### config.mk
export PLATFORM = sky130hd
export DESIGN_NAME = pir_sample_filter
export DESIGN_NICKNAME = d
export VERILOG_FILES = /design/src/rtl/pir_sample_filter_pkg.sv /design/src/rtl/pir_chan_avg.sv /design/src/rtl/pir_sample_filter.sv
export SDC_FILE = /design/constraint.sdc
export NUM_CORES = 1
export LEC_CHECK = 0
export ABC_AREA = 1
export BUFFER_PORTS_ARGS = -buffer_cell sky130_fd_sc_hd__buf_2
export CAP_MARGIN = 20
export CELL_PAD_IN_SITES_DETAIL_PLACEMENT = 0
export CELL_PAD_IN_SITES_GLOBAL_PLACEMENT = 2
export CORE_UTILIZATION = 41
export DETAILED_ROUTE_END_ITERATION = 10
export PLACE_DENSITY = 0.85
export SLEW_MARGIN = 20
export SYNTH_ARGS = -nofsm -noshare
export SYNTH_HDL_FRONTEND = slang
export SYNTH_SLANG_ARGS = --single-unit
export TNS_END_PERCENT = 50
### constraint.sdc
create_clock -name clk -period 9.22 [get_ports clk]
set_input_delay 0.922 -clock clk [delete_from_list [all_inputs] [get_ports clk]]
set_output_delay 0.922 -clock clk [all_outputs]
set_load 0.01 [all_outputs]
### src/rtl/pir_sample_filter_pkg.sv
// Shared definitions for the PIR sample filter: control FSM encoding,
// history geometry and averaging constants.
package pir_sample_filter_pkg;

    typedef enum logic {
        ST_CLEAR = 1'b0,
        ST_RUN   = 1'b1
    } fsm_state_e;

    // Sweep length: 3 channels x 4 history entries, one entry per cycle.
    localparam int CLEAR_CYCLES = 12;

    localparam int NUM_CHAN   = 3;
    localparam int DATA_W     = 7;
    localparam int HIST_DEPTH = 4;
    localparam int HIST_AW    = 2;
    // Average of HIST_DEPTH entries is a right shift by log2(HIST_DEPTH).
    localparam int AVG_SHIFT  = 2;
    // 4 x 127 = 508 fits in 9 bits, so the running sum never overflows.
    localparam int SUM_W      = 9;

endpackage

### src/rtl/pir_chan_avg.sv
// One PIR channel: 4-entry circular history, running sum, warm-up tracking
// and stale timeout. Outputs are registered on the accepting edge.
module pir_chan_avg
    import pir_sample_filter_pkg::*;
#(
    parameter int STALE_CYCLES = 200
) (
    input  logic               clk,
    input  logic               rst,
    input  logic               clear_i,
    input  logic               clr_we_i,
    input  logic [HIST_AW-1:0] clr_idx_i,
    input  logic               sample_i,
    input  logic [DATA_W-1:0]  data_i,
    output logic [DATA_W-1:0]  avg_o,
    output logic               valid_o,
    output logic               stale_o
);

    localparam int SCW = $clog2(STALE_CYCLES + 1);
    localparam int WW  = $clog2(HIST_DEPTH + 1);

    logic [DATA_W-1:0]  hist_q [HIST_DEPTH];

    logic [HIST_AW-1:0] ptr_q, ptr_d;
    logic [SUM_W-1:0]   sum_q, sum_d;
    logic [WW-1:0]      warm_q, warm_d;
    logic [SCW-1:0]     scnt_q, scnt_d;
    logic [DATA_W-1:0]  avg_q, avg_d;
    logic               valid_q, valid_d;
    logic               stale_q, stale_d;

    logic               warm_full;
    logic [SUM_W-1:0]   oldest;

    // Next-state for pointer, sum, warm-up, stale counter and the outputs.
    always_comb begin
        ptr_d   = ptr_q;
        sum_d   = sum_q;
        warm_d  = warm_q;
        scnt_d  = scnt_q;
        avg_d   = avg_q;
        valid_d = valid_q;
        stale_d = stale_q;

        warm_full = (warm_q == WW'(HIST_DEPTH));
        // Until the history has been refilled since the last clear or stale
        // event, the slot under the pointer does not belong to the current
        // window (after a timeout it still holds old data), so nothing is
        // subtracted while warming up.
        oldest = warm_full ? SUM_W'(hist_q[ptr_q]) : '0;

        if (clear_i) begin
            ptr_d   = '0;
            sum_d   = '0;
            warm_d  = '0;
            scnt_d  = '0;
            avg_d   = '0;
            valid_d = 1'b0;
            stale_d = 1'b0;
        end else if (sample_i) begin
            // A sample always wins over a timeout reached on the same edge.
            sum_d   = sum_q - oldest + SUM_W'(data_i);
            ptr_d   = ptr_q + HIST_AW'(1);
            warm_d  = warm_full ? warm_q : warm_q + WW'(1);
            scnt_d  = '0;
            stale_d = 1'b0;
            if (warm_d == WW'(HIST_DEPTH)) begin
                avg_d   = DATA_W'(sum_d >> AVG_SHIFT);
                valid_d = 1'b1;
            end else begin
                avg_d   = '0;
                valid_d = 1'b0;
            end
        end else if (scnt_q != SCW'(STALE_CYCLES)) begin
            scnt_d = scnt_q + SCW'(1);
            if (scnt_d == SCW'(STALE_CYCLES)) begin
                stale_d = 1'b1;
                avg_d   = '0;
                valid_d = 1'b0;
                sum_d   = '0;
                warm_d  = '0;
                ptr_d   = '0;
            end
        end
    end

    // History storage: sweep zeroing during clear, otherwise sample writes.
    always_ff @(posedge clk) begin
        if (clr_we_i) begin
            hist_q[clr_idx_i] <= '0;
        end else if (sample_i && !clear_i) begin
            hist_q[ptr_q] <= data_i;
        end
    end

    // Channel state registers.
    always_ff @(posedge clk or posedge rst) begin
        if (rst) begin
            ptr_q   <= '0;
            sum_q   <= '0;
            warm_q  <= '0;
            scnt_q  <= '0;
            avg_q   <= '0;
            valid_q <= 1'b0;
            stale_q <= 1'b0;
        end else begin
            ptr_q   <= ptr_d;
            sum_q   <= sum_d;
            warm_q  <= warm_d;
            scnt_q  <= scnt_d;
            avg_q   <= avg_d;
            valid_q <= valid_d;
            stale_q <= stale_d;
        end
    end

    assign avg_o   = avg_q;
    assign valid_o = valid_q;
    assign stale_o = stale_q;

endmodule

### src/rtl/pir_sample_filter.sv
// Three-channel PIR moving-average filter with a CLEAR/RUN control FSM,
// history sweep on entry to CLEAR and a saturating illegal-channel counter.
module pir_sample_filter
    import pir_sample_filter_pkg::*;
#(
    parameter int STALE_CYCLES = 200,
    parameter int CLEAR_CYCLES = pir_sample_filter_pkg::CLEAR_CYCLES
) (
    input  logic              clk,
    input  logic              rst,
    input  logic              turn,
    input  logic              adc_valid,
    output logic              adc_ready,
    input  logic [1:0]        adc_chan,
    input  logic [DATA_W-1:0] adc_data,
    output logic [DATA_W-1:0] pir_sensor_1,
    output logic [DATA_W-1:0] pir_sensor_2,
    output logic [DATA_W-1:0] pir_sensor_3,
    output logic [2:0]        sensor_valid,
    output logic [2:0]        stale,
    output logic [7:0]        drop_count
);

    localparam int SWW = $clog2(CLEAR_CYCLES + 1);

    fsm_state_e         state_q;
    logic [SWW-1:0]     sweep_q;
    logic [7:0]         drop_q;

    logic               accept;
    logic               chan_clear;
    logic [NUM_CHAN-1:0] clr_we;
    logic [DATA_W-1:0]  avg [NUM_CHAN];

    assign adc_ready = (state_q == ST_RUN);
    // turn is qualified here so a sample on the turn-off edge is discarded.
    assign accept    = adc_valid && adc_ready && turn;
    // Channels are zeroed throughout CLEAR and already on the turn-off edge,
    // so the outputs read 0 from the first CLEAR cycle.
    assign chan_clear = (state_q == ST_CLEAR) || !turn;

    // Control FSM: sweep counter, CLEAR/RUN transitions and drop counter.
    always_ff @(posedge clk or posedge rst) begin
        if (rst) begin
            state_q <= ST_CLEAR;
            sweep_q <= '0;
            drop_q  <= '0;
        end else begin
            case (state_q)
                ST_CLEAR: begin
                    if (sweep_q == SWW'(CLEAR_CYCLES - 1)) begin
                        if (turn) begin
                            state_q <= ST_RUN;
                        end
                    end else begin
                        sweep_q <= sweep_q + SWW'(1);
                    end
                end
                ST_RUN: begin
                    if (!turn) begin
                        state_q <= ST_CLEAR;
                        sweep_q <= '0;
                    end else if (accept && (adc_chan == 2'd0) && (drop_q != 8'hFF)) begin
                        drop_q <= drop_q + 8'd1;
                    end
                end
                default: begin
                    state_q <= ST_CLEAR;
                    sweep_q <= '0;
                end
            endcase
        end
    end

    for (genvar gi = 0; gi < NUM_CHAN; gi++) begin : g_chan
        // Sweep index splits into channel (upper bits) and entry (lower bits).
        assign clr_we[gi] = (state_q == ST_CLEAR) &&
                            ((sweep_q >> HIST_AW) == SWW'(gi));

        pir_chan_avg #(
            .STALE_CYCLES (STALE_CYCLES)
        ) u_chan (
            .clk       (clk),
            .rst       (rst),
            .clear_i   (chan_clear),
            .clr_we_i  (clr_we[gi]),
            .clr_idx_i (sweep_q[HIST_AW-1:0]),
            .sample_i  (accept && (adc_chan == 2'(gi + 1))),
            .data_i    (adc_data),
            .avg_o     (avg[gi]),
            .valid_o   (sensor_valid[gi]),
            .stale_o   (stale[gi])
        );
    end

    assign pir_sensor_1 = avg[0];
    assign pir_sensor_2 = avg[1];
    assign pir_sensor_3 = avg[2];
    assign drop_count   = drop_q;

endmodule
* Yosys cells after proc, flatten, opt, wreduce, memory -nomap -nowiden *
Memory sizes are Yosys's and may differ from the RTL's.
Index checks and enable logic that the tools add are counted.

word-level totals
  memories = 3
  logic and storage cells = 221
  register bits = 106
  RAM bits = 84

operators by class
  equality and inequality tests = 21
  add/sub/neg operators = 17
  reduce and logical (&&, ||, !) cells = 32
  muxes and demuxes = 123
  bitwise gates (word level) = 1

memories
  name                     depth  bits a word  rd ports  clocked after memory_dff  write ports  RTL line            text
  g_chan[0].u_chan.hist_q  4      7            1         0                         1            pir_chan_avg.sv:23  logic [DATA_W-1:0] hist_q [HIST_DEPTH];
  g_chan[1].u_chan.hist_q  4      7            1         0                         1            pir_chan_avg.sv:23
  g_chan[2].u_chan.hist_q  4      7            1         0                         1            pir_chan_avg.sv:23

operators by type and width
  kind                                                                    count
  7-bit two-way mux                                                       21
  9-bit two-way mux                                                       12
  8-bit two-way mux                                                       9
  1-bit two-way mux                                                       47
  3-bit two-way mux                                                       15
  8-bit by 1-bit adder with 8-bit output (second input constant)          4
  8-bit inequality test (second input constant)                           4
  2-bit two-way mux                                                       15
  9-bit by 7-bit adder with 9-bit output                                  3
  9-bit subtractor                                                        3
  8-bit equality test (second input constant)                             3
  7-bit OR reduction                                                      3
  3-bit equality test (second input constant)                             6
  3-bit nonzero test                                                      6
  1-bit logical AND                                                       13
  3-bit by 1-bit adder with 3-bit output (second input constant)          3
  4-bit two-way mux                                                       2
  4-bit one-hot mux with 2 select lines                                   1
  2-bit AND reduction                                                     4
  2-bit by 1-bit adder with 2-bit output (second input constant)          3
  2-bit equality test (second input constant)                             3
  4-bit by 1-bit adder with 4-bit output (second input constant)          1
  2-bit by 1-bit equality test with 1-bit output (second input constant)  2
  4-bit equality test (second input constant)                             1
  other kinds (8)                                                         10

* Depth between registers and ports, before layout *
Gate-level depths: netlist of run 1.

  word-level depth = 9
  gate-level depth with buffers = 20

* Hierarchy *
A second synthesis of run 1 with hierarchy kept.

unflattened totals
  cell total of the unflattened synthesis = 1235
  area, all modules = 10672.7 um2

modules (own cells, without submodules)
  module                            instances  sequential area each (um2)  cells an instance  area an instance (um2)
  pir_chan_avg at g_chan[1].u_chan  1          1616.6                      375                3313.2
  pir_chan_avg at g_chan[0].u_chan  1          1616.6                      369                3298.2
  pir_chan_avg at g_chan[2].u_chan  1          1616.6                      385                3295.7
  pir_sample_filter                 1          325.3                       106                765.7

* Least setup slack after synthesis of run 1 *
Ideal clock, no wire load.

  path kind = reg2reg
  start point = register g_chan[0].u_chan.ptr_q[0]
  end point = register g_chan[0].u_chan.avg_q[6]
  arrival time = 2.613 ns
  cell stages (with the launch flop) = 15
  data required time = 9.103 ns
  clock period less this slack = 2.730 ns
  setup slack = 6.490 ns
  cells stage by stage = dfrtp_1 > clkbuf_1 > inv_1 > clkbuf_1 > o21ai_0 > a21oi_1 > fa_1 > fa_1 > nand3b_1 > nand2_1 > nand3_1 > nand2_1 > nand2_1 > nand4_1 > nand2_1

between the ends
  cells in the longest elaborated chain, start to end = 7

RTL lines
  element                                 RTL line             text
  from (decl)                             pir_chan_avg.sv:25   logic [HIST_AW-1:0] ptr_q, ptr_d;
  from (signal assigned)                  pir_chan_avg.sv:108  ptr_q <= ptr_d;
  memory read 4 x 7 bit                   --
  7-bit two-way mux                       pir_chan_avg.sv:51   oldest = warm_full ? SUM_W'(hist_q[ptr_q]) : '0;
  9-bit subtractor                        pir_chan_avg.sv:63   sum_d = sum_q - oldest + SUM_W'(data_i);
  9-bit by 7-bit adder with 9-bit output  pir_chan_avg.sv:63
  7-bit two-way mux                       pir_chan_avg.sv:68   if (warm_d == WW'(HIST_DEPTH)) begin
  7-bit two-way mux                       pir_chan_avg.sv:61   end else if (sample_i) begin
  7-bit two-way mux                       pir_chan_avg.sv:53   if (clear_i) begin
  to (signal assigned)                    pir_chan_avg.sv:112  avg_q <= avg_d;
  to (decl)                               pir_chan_avg.sv:29   logic [DATA_W-1:0] avg_q, avg_d;

Every way passes these cells.
A chain may end at the register's enable or synchronous reset.

* Worst setup path in the final report of run 1 *
  start point = register g_chan[0].u_chan.ptr_q[0]
  end point = register g_chan[0].u_chan.avg_q[4]

The elaborated chain is that of the path after synthesis.

==> insert_results.sql, run 1 <==
INSERT INTO impl_metrics (metric_group, metric, value, unit) VALUES
('run_status', 'result_of_the_run', 'finished clean', ''),
('floorplanning', 'fp.dieW', '163', 'µm'),
('synthesis', 'sequential_element_share_of_the_synthesized_area', '0.490', ''),
('place', 'gp_congestion', '0.795', ''),
('synthesis', 'synth_top_cells_by_area', 'dfrtp_1 25%, edfxtp_1 24%, nand2_1 8.7%, inv_1 6.4%, nand3_1 6.4%', ''),
('power', 'max_vdd_drop', '0.0772', 'mV'),
('floorplanning', 'dieHeight', '163', 'µm'),
('place', 'post_dp_cell_area', '11000', 'µm²'),
('synthesis', 'synth_seq_cells', '190', ''),
('synthesis', 'synthSimpleGateAreaFrac', '0.251', ''),
('synthesis', 'synth_most_common_cell', 'nand2_1', ''),
('cells_and_area', 'layout-area-overhead-vs-synth', '9.77', '%'),
('cts', 'clk_latency', '0.43', 'ns'),
('power', 'power.combinational.fraction', '0.139', ''),
('cts', 'htreeDepth', '4', ''),
('timing', 'finClkSkew', '0.0122', 'ns'),
('detailed_routing', 'detailroute.via_count', '8000', ''),
('synthesis', 'yosys.area_share.adder', '0.0884', ''),
('detailed_routing', 'iteration_count_of_the_initial_detailed_routing_pass', '5', ''),
('cells_and_area', 'layout-drive-gt1-share', '0.0863', ''),
('cts', 'cts-root-to-sink-buffers', '2', ''),
('global_route', 'track_usage', '0.196', ''),
('cells_and_area', 'final_util', '0.459', ''),
('synthesis', 'netlist-cell-type-count', '41', ''),
('setup_path', 'path_class', 'flop to flop', ''),
('synthesis', 'yosys_most_used_dff', 'dfrtp_1', ''),
('floorplanning', 'std_cell_core_area', '25300', 'µm²'),
('setup_path', 'critical_path.startpoint_type', 'flop', ''),
('global_route', 'grt_max_degree', '67', ''),
('floorplanning', 'rows', '58', ''),
('synthesis', 'synth_largest_area_cell', 'dfrtp_1', ''),
('global_route', 'global_route_wire_length_before_repair', '40400', 'µm'),
('cells_and_area', 'final_nets', '1337', ''),
('timing', 'max_clock_freq', '0.302', 'GHz'),
('floorplanning', 'design.die.area', '26400', 'µm²'),
('setup_path', 'cp_max_fo', '18', ''),
('timing', 'rsz0062_at_grt', 'false', ''),
('place', 'post-place-cells', '1573', ''),
('synthesis', 'number_of_synthesized_flops_with_an_enable_pin', '84', ''),
('cts', 'cts_hold_buf', '0', ''),
('power', 'p_int', '1.47', 'mW'),
('detailed_routing', 'detail_route.iter0.violations', '540', ''),
('timing', 'tns', '0', 'ns'),
('power', 'power-per-cell-area', '177', 'nW/µm²'),
('synthesis', 'syn-mean-instance-area', '8.54', 'µm²'),
('synthesis', 'syn-instance-count', '1237', ''),
('synthesis', 'async_flop_share', '0.558', ''),
('power', 'power.share.clock', '0.370', ''),
('timing', 'layout_worst_path_cycle_share', '0.359', ''),
('synthesis', 'synth-xor-area-share', '0.0182', ''),
('synthesis', 'synthMuxAreaShare', '0', ''),
('flow_run', 'maxCapViolations', '0', ''),
('floorplanning', 'initial_utilization', '0.418', ''),
('synthesis', 'net_count_after_synthesis', '1312', ''),
('cells_and_area', 'nFillCells', '2495', ''),
('timing', 'slew_headroom', '0.389', ''),
('place', 'place_ws', '5.70', 'ns'),
('cts', 'clkTransAtPathRegs', '0.08', 'ns'),
('timing', 'timing_worst_slew_pin_value', '0.916', 'ns'),
('power', 'power.sequential.fraction', '0.491', ''),
('synthesis', 'synth_compound_gate_area_share', '0.0655', ''),
('place', 'dpl.hpwl', '17400', 'µm'),
('timing', 'hold_viol_final', '0', ''),
('worst_hold_path', 'min-delay-path-class', 'flop to flop', ''),
('cts', 'post_cts.resized_instances', '0', ''),
('timing', 'timing.final.ws_setup', '5.91', 'ns'),
('setup_path', 'endpoint_kind', 'flop', ''),
('cts', 'post_cts_setup_buffer_count', '0', ''),
('timing', 'period_needed', '3.31', 'ns'),
('setup_path', 'cp.arrival', '3.64', 'ns'),
('synthesis', 'total_of_warnings_raised_by_yosys', '0', '');
==> critical path, stage by stage, from the launching register on <==
cell and delay (ns):
dfrtp_1 0.74, inv_1 0.38, o21ai_0 0.27, a21oi_1 0.11, fa_1 0.50, fa_1 0.48, nand3b_1 0.17, nand2_1 0.16
nand2_1 0.11, nand2_1 0.07, nand2_1 0.06, nand4_1 0.08, nand2_1 0.07
==> cell families (layout without fill, tap and decap cells) <==
family	count (synthesis)	in the layout
simple gates	608	608
fa+ha+maj	62	62
xor+xnor	22	22
compound gates	128	128
other cells	0	1
flops	190	190
buf+inv	227	265
==> registers in the layout, summed over array words and instances, names as in the netlist, 4 cells and up <==
register and cells:
g_chan.u_chan.scnt_q 24, g_chan.u_chan.warm_q 9, g_chan.u_chan.avg_o 21, g_chan.u_chan.ptr_q 6, g_chan.u_chan.sum_q 27, sweep_q 4
g_chan.u_chan.hist_q 84, drop_count 8
==> metal layers <==
metal | share of wire | global-route usage | up-vias
met5 | 0 | 0 | -
met4 | 0.0062 | 0.0425 | 0
met2 | 0.50 | 0.340 | 131
li1 | - | - | 4042
met1 | 0.46 | 0.255 | 3816
met3 | 0.035 | 0.0349 | 11
==> cells in the final DEF (no fill, tap or decap), drive strengths merged, types with 21 or more instances in the layout <==
cell and instances:
fa 21, nand3 138, nor2 169, dfrtp 106, ha 41, nand4 24
edfxtp 84, buf 49, nand2 252, inv 191, a21oi 44, o21ai 67
==> through the flow <==
step	hold slack, ns	total power, mW
2_1_floorplan	0.468	1.23
3_5_place_dp	0.481	1.32
4_1_cts	0.498	2.08
6_report	0.492	2.06
5_1_grt	0.518	2.15
3_3_place_gp	0.475	1.32
==> final timing paths <==
check                                                from                    endpoint  slack (ns)  cells past startpoint
worst max-delay path            g_chan[0].u_chan.ptr_q[0]   g_chan[0].u_chan.avg_o[4]        5.91                     12
worst min register to register  g_chan[2].u_chan.avg_o[6]   g_chan[2].u_chan.avg_o[6]        0.49                      2
max in group asynchronous                             rst   g_chan[1].u_chan.ptr_q[0]        7.38                      3
min in group asynchronous                             rst  g_chan[0].u_chan.scnt_q[1]        0.52                      2
worst max register to register  g_chan[0].u_chan.ptr_q[0]   g_chan[0].u_chan.avg_o[4]        5.91                     12
worst min-delay path            g_chan[2].u_chan.avg_o[6]   g_chan[2].u_chan.avg_o[6]        0.49                      2
==> area by class of cell <==
type                       count  area [µm²]  share of cell area
clock buffer                  17         425              0.0367
multi-input combinational    820        4470               0.385
clock inverter                15         174              0.0150
tap                          330         413              0.0356
timing repair buffer          49         248              0.0214
inverter                     184         693              0.0598
antenna                        1        2.50            0.000216
sequential                   190        5170               0.446
==> power groups by stage <==
stage	Sequential [mW]	Clock (mW)	Combinational (mW)
2_1_floorplan	1.01	0	0.214
3_3_place_gp	1.03	0	0.290
3_5_place_dp	1.03	0	0.290
4_1_cts	1.01	0.778	0.292
5_1_grt	1.02	0.809	0.328
6_report	1.01	0.760	0.286
Power figures use the tool's default switching activity.
==> inputs of run 2 (changes only) <==
--- a/config.mk
+++ b/config.mk
@@ -10,9 +10,9 @@
 export CAP_MARGIN = 20
 export CELL_PAD_IN_SITES_DETAIL_PLACEMENT = 0
 export CELL_PAD_IN_SITES_GLOBAL_PLACEMENT = 2
-export CORE_UTILIZATION = 41
+export CORE_UTILIZATION = 35
 export DETAILED_ROUTE_END_ITERATION = 10
-export PLACE_DENSITY = 0.85
+export PLACE_DENSITY = 0.77
 export SLEW_MARGIN = 20
 export SYNTH_ARGS = -nofsm -noshare
 export SYNTH_HDL_FRONTEND = slang
==> constraint.sdc (replaced) <==
create_clock -name clk -period 2.85 [get_ports clk]
set_input_delay 0.285 -clock clk [delete_from_list [all_inputs] [get_ports clk]]
set_output_delay 0.285 -clock clk [all_outputs]
set_load 0.01 [all_outputs]
==> run 2 against run 1 <==
Worst setup slack worse by 5.8 ns. Combinational power grew to 3.7 times the previous value. Largest power group unchanged. Clock skew is 0.0034 ns higher. Flip-flop and latch count stayed put. Fmax is 22% higher. Hold slack worse by 0.35 ns. Utilization is 4.3 points lower. Critical path depth is 2 higher.
==> insert_results.sql, run 2 (same netlist as run 1, synthesis figures left out) <==
INSERT INTO impl_metrics (metric_group, metric, value, unit) VALUES
('run_status', 'result_of_the_run', 'finished clean', ''),
('cts', 'tritoncts', 'built', ''),
('cells_and_area', 'layout-area-overhead-vs-synth', '16.8', '%'),
('floorplanning', 'rows', '63', ''),
('setup_path', 'r2r-start', 'g_chan[1].u_chan.ptr_q[0]', ''),
('cts', 'clkSinkCount', '190', ''),
('timing', 'timing.final.max_slew_violations', '0', ''),
('power', 'p_leak', '5.90', 'nW'),
('flow_run', 'maxCapViolations', '0', ''),
('setup_path', 'max_stage_delay', '0.50', 'ns'),
('setup_path', 'rrSetupSlack', '0.15', 'ns'),
('timing', 'max_clock_freq', '0.370', 'GHz'),
('cts', 'cts-root-to-sink-buffers', '2', ''),
('setup_path', 'rr_endpoint', 'g_chan[1].u_chan.avg_o[5]', ''),
('cells_and_area', 'regMostFlops', 'g_chan.u_chan.hist_q', ''),
('cells_and_area', 'multi_input_comb_area', '4630', 'µm²'),
('cells_and_area', 'largest_reg_flops', '84', ''),
('place', 'dpl.hpwl', '18100', 'µm'),
('timing', 'timing_worst_slew_pin_value', '0.600', 'ns'),
('worst_hold_path', 'depth_of_the_worst_hold_timing_path', '2', ''),
('timing', 'period_needed', '2.70', 'ns'),
('setup_path', 'endpoint_kind', 'flop', ''),
('power', 'power-per-cell-area', '545', 'nW/µm²'),
('floorplanning', 'std_cell_core_area', '29600', 'µm²'),
('global_route', 'grt_max_degree', '76', ''),
('cts', 'htreeDepth', '4', ''),
('cells_and_area', 'layout.cells.most_common', 'nand2_1', ''),
('timing', 'slew_headroom', '0.599', ''),
('setup_path', 'path_class', 'flop to flop', ''),
('cells_and_area', 'layout-drive-gt1-share', '0.160', ''),
('cells_and_area', 'non_filler_cells_final', '1725', ''),
('detailed_routing', 'iteration_count_of_the_initial_detailed_routing_pass', '5', ''),
('place', 'port_buffers', '48', ''),
('cells_and_area', 'num_antenna_cells', '0', ''),
('detailed_routing', 'antenna_violating_nets_post_route', '0', ''),
('setup_path', 'slowest_stage', 'fa_1', ''),
('cts', 'clock_tree.root_cell', 'clkbuf_16', ''),
('setup_path', 'ordered_cell_list_for_the_critical_path', 'clkinvlp_4 -> clkbuf_4 -> o21ai_0 -> a21oi_1 -> fa_1 -> inv_1 -> ha_1 -> a21o_1 -> nor2_1 -> nand2_1 -> nand2_1 -> nand2_1 -> nand3_1 -> nand2_1', ''),
('setup_path', 'cp.arrival', '3.04', 'ns'),
('cells_and_area', 'largest_registers', 'g_chan.u_chan.hist_q (84), g_chan.u_chan.sum_q (27), g_chan.u_chan.scnt_q (24)', ''),
('detailed_routing', 'detail_route.iter0.violations', '525', ''),
('setup_path', 'path_buf_inv', '3', ''),
('global_route', 'global_route_wire_length_before_repair', '42300', 'µm'),
('timing', 'layout_worst_path_cycle_share', '0.949', ''),
('setup_path', 'worst-r2r-cell-count', '14', ''),
('cts', 'cts-buffers-inserted', '17', ''),
('global_route', 'number_of_global_route_vias_before_repair', '7987', ''),
('floorplanning', 'initial_utilization', '0.356', ''),
('setup_path', 'cp_data_required_time', '3.19', 'ns'),
('cells_and_area', 'seqCellArea', '5180', 'µm²'),
('cts', 'clk_latency', '0.44', 'ns'),
('setup_path', 'cp_max_fo', '7', ''),
('floorplanning', 'design.portCount', '49', ''),
('global_route', 'number_of_antenna_violations_at_the_first_check_in_global_routing', '1', ''),
('worst_hold_path', 'hold_start', 'turn', ''),
('worst_hold_path', 'worst_hold_end', 'adc_ready', ''),
('place', 'post_dp_cell_area', '11500', 'µm²'),
('cells_and_area', 'final_cell_area_excluding_filler_cells', '12300', 'µm²'),
('worst_hold_path', 'min-delay-path-class', 'input port to flop', ''),
('timing', 'finClkSkew', '0.0156', 'ns'),
('floorplanning', 'design.die.area', '30900', 'µm²'),
('timing', 'rsz0062_at_grt', 'true', ''),
('detailed_routing', 'routed_wire_length_per_instance', '15.2', 'µm'),
('global_route', 'grt-ovfl-total', '0', ''),
('detailed_routing', 'route.final.wire_length', '26200', 'µm'),
('timing', 'number_of_setup_violations_in_the_final_report', '0', ''),
('cells_and_area', 'final_nets', '1397', ''),
('setup_path', 'critical_path.most_common_cell', 'nand2_1', ''),
('global_route', 'track_usage', '0.177', ''),
('cells_and_area', 'layout.cells.most_common_list', '241 x nand2_1, 175 x inv_1, 163 x nor2_1', ''),
('detailed_routing', 'drt_drc_violations_left', '0', ''),
('setup_path', 'critical_path.startpoint_type', 'flop', ''),
('power', 'max_vdd_drop', '0.424', 'mV'),
('cells_and_area', 'nFillCells', '3042', ''),
('detailed_routing', 'avgViaCountPerCell', '4.75', ''),
('place', 'gp_congestion', '0.790', ''),
('cts', 'clkTransAtPathRegs', '0.08', 'ns'),
('timing', 'hold_viol_final', '0', ''),
('floorplanning', 'fp.dieW', '176', 'µm'),
('timing', 'tns', '0', 'ns'),
('power', 'fin_total_pwr', '6.72', 'mW'),
('detailed_routing', 'detailroute.via_count', '8192', ''),
('setup_path', 'cpLargestDelayFamily', 'adder cells', ''),
('floorplanning', 'dieHeight', '176', 'µm'),
('place', 'post-place-cells', '1681', '');
## run 2: changes by cell type in the layout (fill, tap and decap cells not counted), moves of 7 or more
cell     delta
a21oi_1    -20
a21oi_2    +19
buf_4      +51
ha_1        -7
o21ai_0    -21
o21ai_1    +20
## run 2: repair_timing
item | CTS | global route
gates cloned | 0 | 2
buffers inserted | 0 | 9
pin swaps | 0 | 13
resized for setup | 2 | 73
endpoints found under the hold margin | 23 | 0
setup endpoints to repair | 6 | 33
hold buffers | 1 | 0
## run 2: final cells by class
| type | instances | share of cell area |
|---|---|---|
| clock inverter | 12 | 0.00994 |
| clock buffer | 20 | 0.0363 |
| tap | 390 | 0.0396 |
| sequential | 190 | 0.420 |
| inverter | 184 | 0.0569 |
| multi-input combinational | 820 | 0.376 |
| timing repair buffer | 109 | 0.0620 |
## run 2: report_power, final
group          switching [mW]  internal [mW]  leakage (nW)
combinational           0.707          0.367          3.36
clock                    1.13           1.26         0.286
sequential              0.118           3.14          2.26
total                    1.95           4.77          5.90
## run 2: worst max path at each step
stage                                          start                         to  slack, ns  cells past startpoint
final                      g_chan[1].u_chan.ptr_q[0]  g_chan[1].u_chan.avg_o[5]       0.15                     14
after global routing       g_chan[1].u_chan.ptr_q[0]  g_chan[1].u_chan.avg_o[5]      -0.07                     14
after CTS                 g_chan[2].u_chan.warm_q[1]  g_chan[2].u_chan.avg_o[6]       0.03                     15
after detailed placement  g_chan[0].u_chan.warm_q[0]  g_chan[0].u_chan.avg_o[6]      -0.13                     16
after global placement    g_chan[0].u_chan.warm_q[0]  g_chan[0].u_chan.avg_o[6]      -0.08                     16
after floorplan            g_chan[0].u_chan.ptr_q[0]  g_chan[0].u_chan.avg_o[6]       0.12                     14
## run 2: per-layer routing
metal,vias to the layer above,track usage,share of wire
met2,107,0.301,0.48
li1,4160,-,-
met5,-,0,0.00050
met3,24,0.0279,0.025
met4,2,0.0464,0.012
met1,3899,0.234,0.48
## run 2: through the flow
stage / hold WS (ns) / worst slack, ns / util
floorplan: 0.434 / 0.120 / -
global placement: 0.459 / -0.0801 / 0.387
detailed placement: 0.471 / -0.131 / 0.387
CTS: 0.117 / 0.0279 / 0.407
global route: 0.117 / -0.0695 / 0.416
finish: 0.141 / 0.145 / 0.416
==> inputs of run 3 (changes only) <==
--- a/config.mk
+++ b/config.mk
@@ -13,6 +13,7 @@
 export CORE_UTILIZATION = 35
 export DETAILED_ROUTE_END_ITERATION = 10
 export PLACE_DENSITY = 0.77
+export REMOVE_ABC_BUFFERS = 1
 export SLEW_MARGIN = 20
 export SYNTH_ARGS = -nofsm -noshare
 export SYNTH_HDL_FRONTEND = slang
==> run 3 against run 2 <==
Sequential share of layout area increased by 0.54 points. Utilization decreased by 0.51 points. Global-route usage decreased by 0.61 points. Critical path type unchanged. Critical endpoint is now g_chan[2].u_chan.avg_o[1]. Largest cell class unchanged. Largest power group unchanged.
==> insert_results.sql, run 3 (same netlist as run 1, synthesis figures left out) <==
INSERT INTO impl_metrics (metric_group, metric, value, unit) VALUES
('timing', 'rsz0062_at_grt', 'true', ''),
('detailed_routing', 'routed_wire_length_per_instance', '14.7', 'µm'),
('setup_path', 'endpoint_kind', 'flop', ''),
('global_route', 'number_of_antenna_violations_at_the_first_check_in_global_routing', '0', ''),
('setup_path', 'cp_max_fo', '6', ''),
('timing', 'max_clock_freq', '0.374', 'GHz'),
('cells_and_area', 'layout.cells.most_common_list', '241 x nand2_1, 175 x inv_1, 164 x nor2_1', ''),
('timing', 'period_needed', '2.68', 'ns'),
('timing', 'timing_worst_slew_pin_value', '0.572', 'ns'),
('cells_and_area', 'largest_registers', 'g_chan.u_chan.hist_q (84), g_chan.u_chan.sum_q (27), g_chan.u_chan.scnt_q (24)', ''),
('cells_and_area', 'layout-drive-gt1-share', '0.146', ''),
('cts', 'clk_latency', '0.43', 'ns'),
('floorplanning', 'design.die.area', '30900', 'µm²'),
('global_route', 'grt_max_degree', '40', ''),
('power', 'power-per-cell-area', '546', 'nW/µm²'),
('global_route', 'track_usage', '0.171', ''),
('detailed_routing', 'detailroute.via_count', '8169', ''),
('setup_path', 'cp.arrival', '3.00', 'ns'),
('detailed_routing', 'avgViaCountPerCell', '4.74', ''),
('timing', 'hold_viol_final', '0', ''),
('cells_and_area', 'regMostFlops', 'g_chan.u_chan.hist_q', ''),
('detailed_routing', 'route.final.wire_length', '25300', 'µm'),
('run_status', 'result_of_the_run', 'finished clean', ''),
('detailed_routing', 'wl_met3', '492', 'µm'),
('detailed_routing', 'top_signal_layer_used', 'met4', ''),
('worst_hold_path', 'min-delay-path-class', 'input port to flop', ''),
('cts', 'clock_tree.root_cell', 'clkbuf_16', ''),
('setup_path', 'path_class', 'flop to flop', ''),
('floorplanning', 'initial_utilization', '0.356', ''),
('cts', 'clkTransAtPathRegs', '0.08', 'ns'),
('cells_and_area', 'layout-area-overhead-vs-synth', '15.3', '%'),
('setup_path', 'max_stage_delay', '0.45', 'ns'),
('cells_and_area', 'multi_input_comb_area', '4550', 'µm²'),
('cts', 'tritoncts', 'built', ''),
('timing', 'finClkSkew', '0.0148', 'ns'),
('floorplanning', 'dieHeight', '176', 'µm'),
('timing', 'hold_slack', '0.171', 'ns'),
('cts', 'cts-buffers-inserted', '17', ''),
('setup_path', 'critical_path.startpoint_type', 'flop', ''),
('detailed_routing', 'iteration_count_of_the_initial_detailed_routing_pass', '5', ''),
('cells_and_area', 'final_util', '0.411', ''),
('cells_and_area', 'layout.cells.most_common', 'nand2_1', ''),
('setup_path', 'cp_data_required_time', '3.17', 'ns'),
('detailed_routing', 'antenna_violating_nets_post_route', '0', ''),
('floorplanning', 'rows', '63', ''),
('timing', 'layout_worst_path_cycle_share', '0.939', ''),
('setup_path', 'slowest_stage', 'fa_1', ''),
('floorplanning', 'std_cell_core_area', '29600', 'µm²'),
('detailed_routing', 'detail_route.iter0.violations', '392', ''),
('detailed_routing', 'routedLengthMet1', '12000', 'µm'),
('power', 'p_leak', '5.87', 'nW'),
('cells_and_area', 'seqCellArea', '5180', 'µm²'),
('global_route', 'number_of_global_route_vias_before_repair', '8103', ''),
('timing', 'slew_headroom', '0.618', ''),
('flow_run', 'maxCapViolations', '0', ''),
('cells_and_area', 'nFillCells', '3069', ''),
('timing', 'timing.final.max_slew_violations', '0', ''),
('floorplanning', 'fp.dieW', '176', 'µm'),
('cts', 'clkSinkCount', '190', ''),
('floorplanning', 'design.portCount', '49', ''),
('power', 'max_vdd_drop', '0.396', 'mV'),
('cts', 'htreeDepth', '4', ''),
('place', 'gp_congestion', '0.795', ''),
('detailed_routing', 'drt_drc_violations_left', '0', ''),
('cells_and_area', 'largest_reg_flops', '84', ''),
('cells_and_area', 'final_nets', '1394', ''),
('global_route', 'grt-ovfl-total', '0', ''),
('place', 'port_buffers', '48', ''),
('cts', 'cts-root-to-sink-buffers', '2', ''),
('timing', 'number_of_setup_violations_in_the_final_report', '0', ''),
('global_route', 'global_route_wire_length_before_repair', '41600', 'µm'),
('cells_and_area', 'num_antenna_cells', '0', ''),
('setup_path', 'ordered_cell_list_for_the_critical_path', 'buf_2 -> nor2_1 -> nor2_1 -> o21ai_0 -> a21oi_1 -> fa_1 -> inv_1 -> ha_2 -> nand2_1 -> nand3_1 -> or2_2 -> nand4_1 -> nand2_1', ''),
('power', 'fin_total_pwr', '6.66', 'mW'),
('place', 'dpl.hpwl', '18000', 'µm'),
('detailed_routing', 'routed-wl-met2', '12500', 'µm');
## run 3: cell types whose count changed in the layout (fill, tap and decap cells not counted), sizes merged
cell	previous run	this run
clkinv	3	5
clkbuf	22	19
buf	106	105
clkinvlp	3	2
inv	189	190
bufinv	1	0
## run 3: critical path: cells and delay by family, from the launching register on
| kind | cells | cell delay, ns |
|---|---|---|
| AND/OR/NAND/NOR | 7 | 0.81 |
| buffers and inverters | 2 | 0.25 |
| adder cells (fa/ha/maj) | 2 | 0.76 |
| flip-flops | 1 | 0.42 |
| AO/OA/AOI/OAI | 2 | 0.34 |
## run 3: layout make-up
type                            instances  area share
Sequential cell                       190       0.425
Multi-Input combinational cell        820       0.373
Timing Repair Buffer                  106      0.0582
Inverter                              184      0.0569
Tap cell                              390      0.0400
Clock buffer                           19      0.0364
Clock inverter                         13      0.0102
## run 3: path summary, 6_finish.rpt
path | slack, ns | from | cells past startpoint | endpoint
setup / recovery | 0.17 | g_chan[2].u_chan.ptr_q[0] | 13 | g_chan[2].u_chan.avg_o[1]
min in group asynchronous | 0.40 | rst | 3 | g_chan[1].u_chan.sum_q[2]
setup reg to reg | 0.17 | g_chan[2].u_chan.ptr_q[0] | 13 | g_chan[2].u_chan.avg_o[1]
hold reg to reg | 0.49 | g_chan[2].u_chan.avg_o[5] | 2 | g_chan[2].u_chan.avg_o[5]
max in group asynchronous | 1.52 | rst | 4 | g_chan[0].u_chan.ptr_q[1]
hold / removal | 0.17 | turn | 2 | adc_ready
## run 3: routing by layer
metal	up-vias	GRT usage
met2	87	0.295
li1	4164	-
met1	3903	0.223
met4	0	0.0406
met5	-	0
met3	15	0.0262
## run 3: per-stage QoR
step	worst slack, ns	TNS, ns	instances	instance area [µm²]
after floorplan	-0.224	-23.73	1194	10300
after global placement	0.109	0	1686	11500
after detailed placement	0.0657	0	1686	11500
after CTS	0.0449	0	1719	12100
after global routing	-0.0272	-0.0629	1722	12200
final	0.173	0	1722	12200
## run 3: repair_timing
item                       4_1_cts  5_1_grt
buffers inserted                 0        1
resized for setup                0       42
hold buffers                     1        0
hold endpoints to repair        29        0
setup endpoints to repair        0       28
## run 3: where the power goes
group | internal (mW) | switching (mW) | total (mW)
Clock | 1.18 | 1.16 | 2.35
Combinational | 0.359 | 0.694 | 1.05
Sequential | 3.14 | 0.116 | 3.26
Total | 4.68 | 1.97 | 6.66
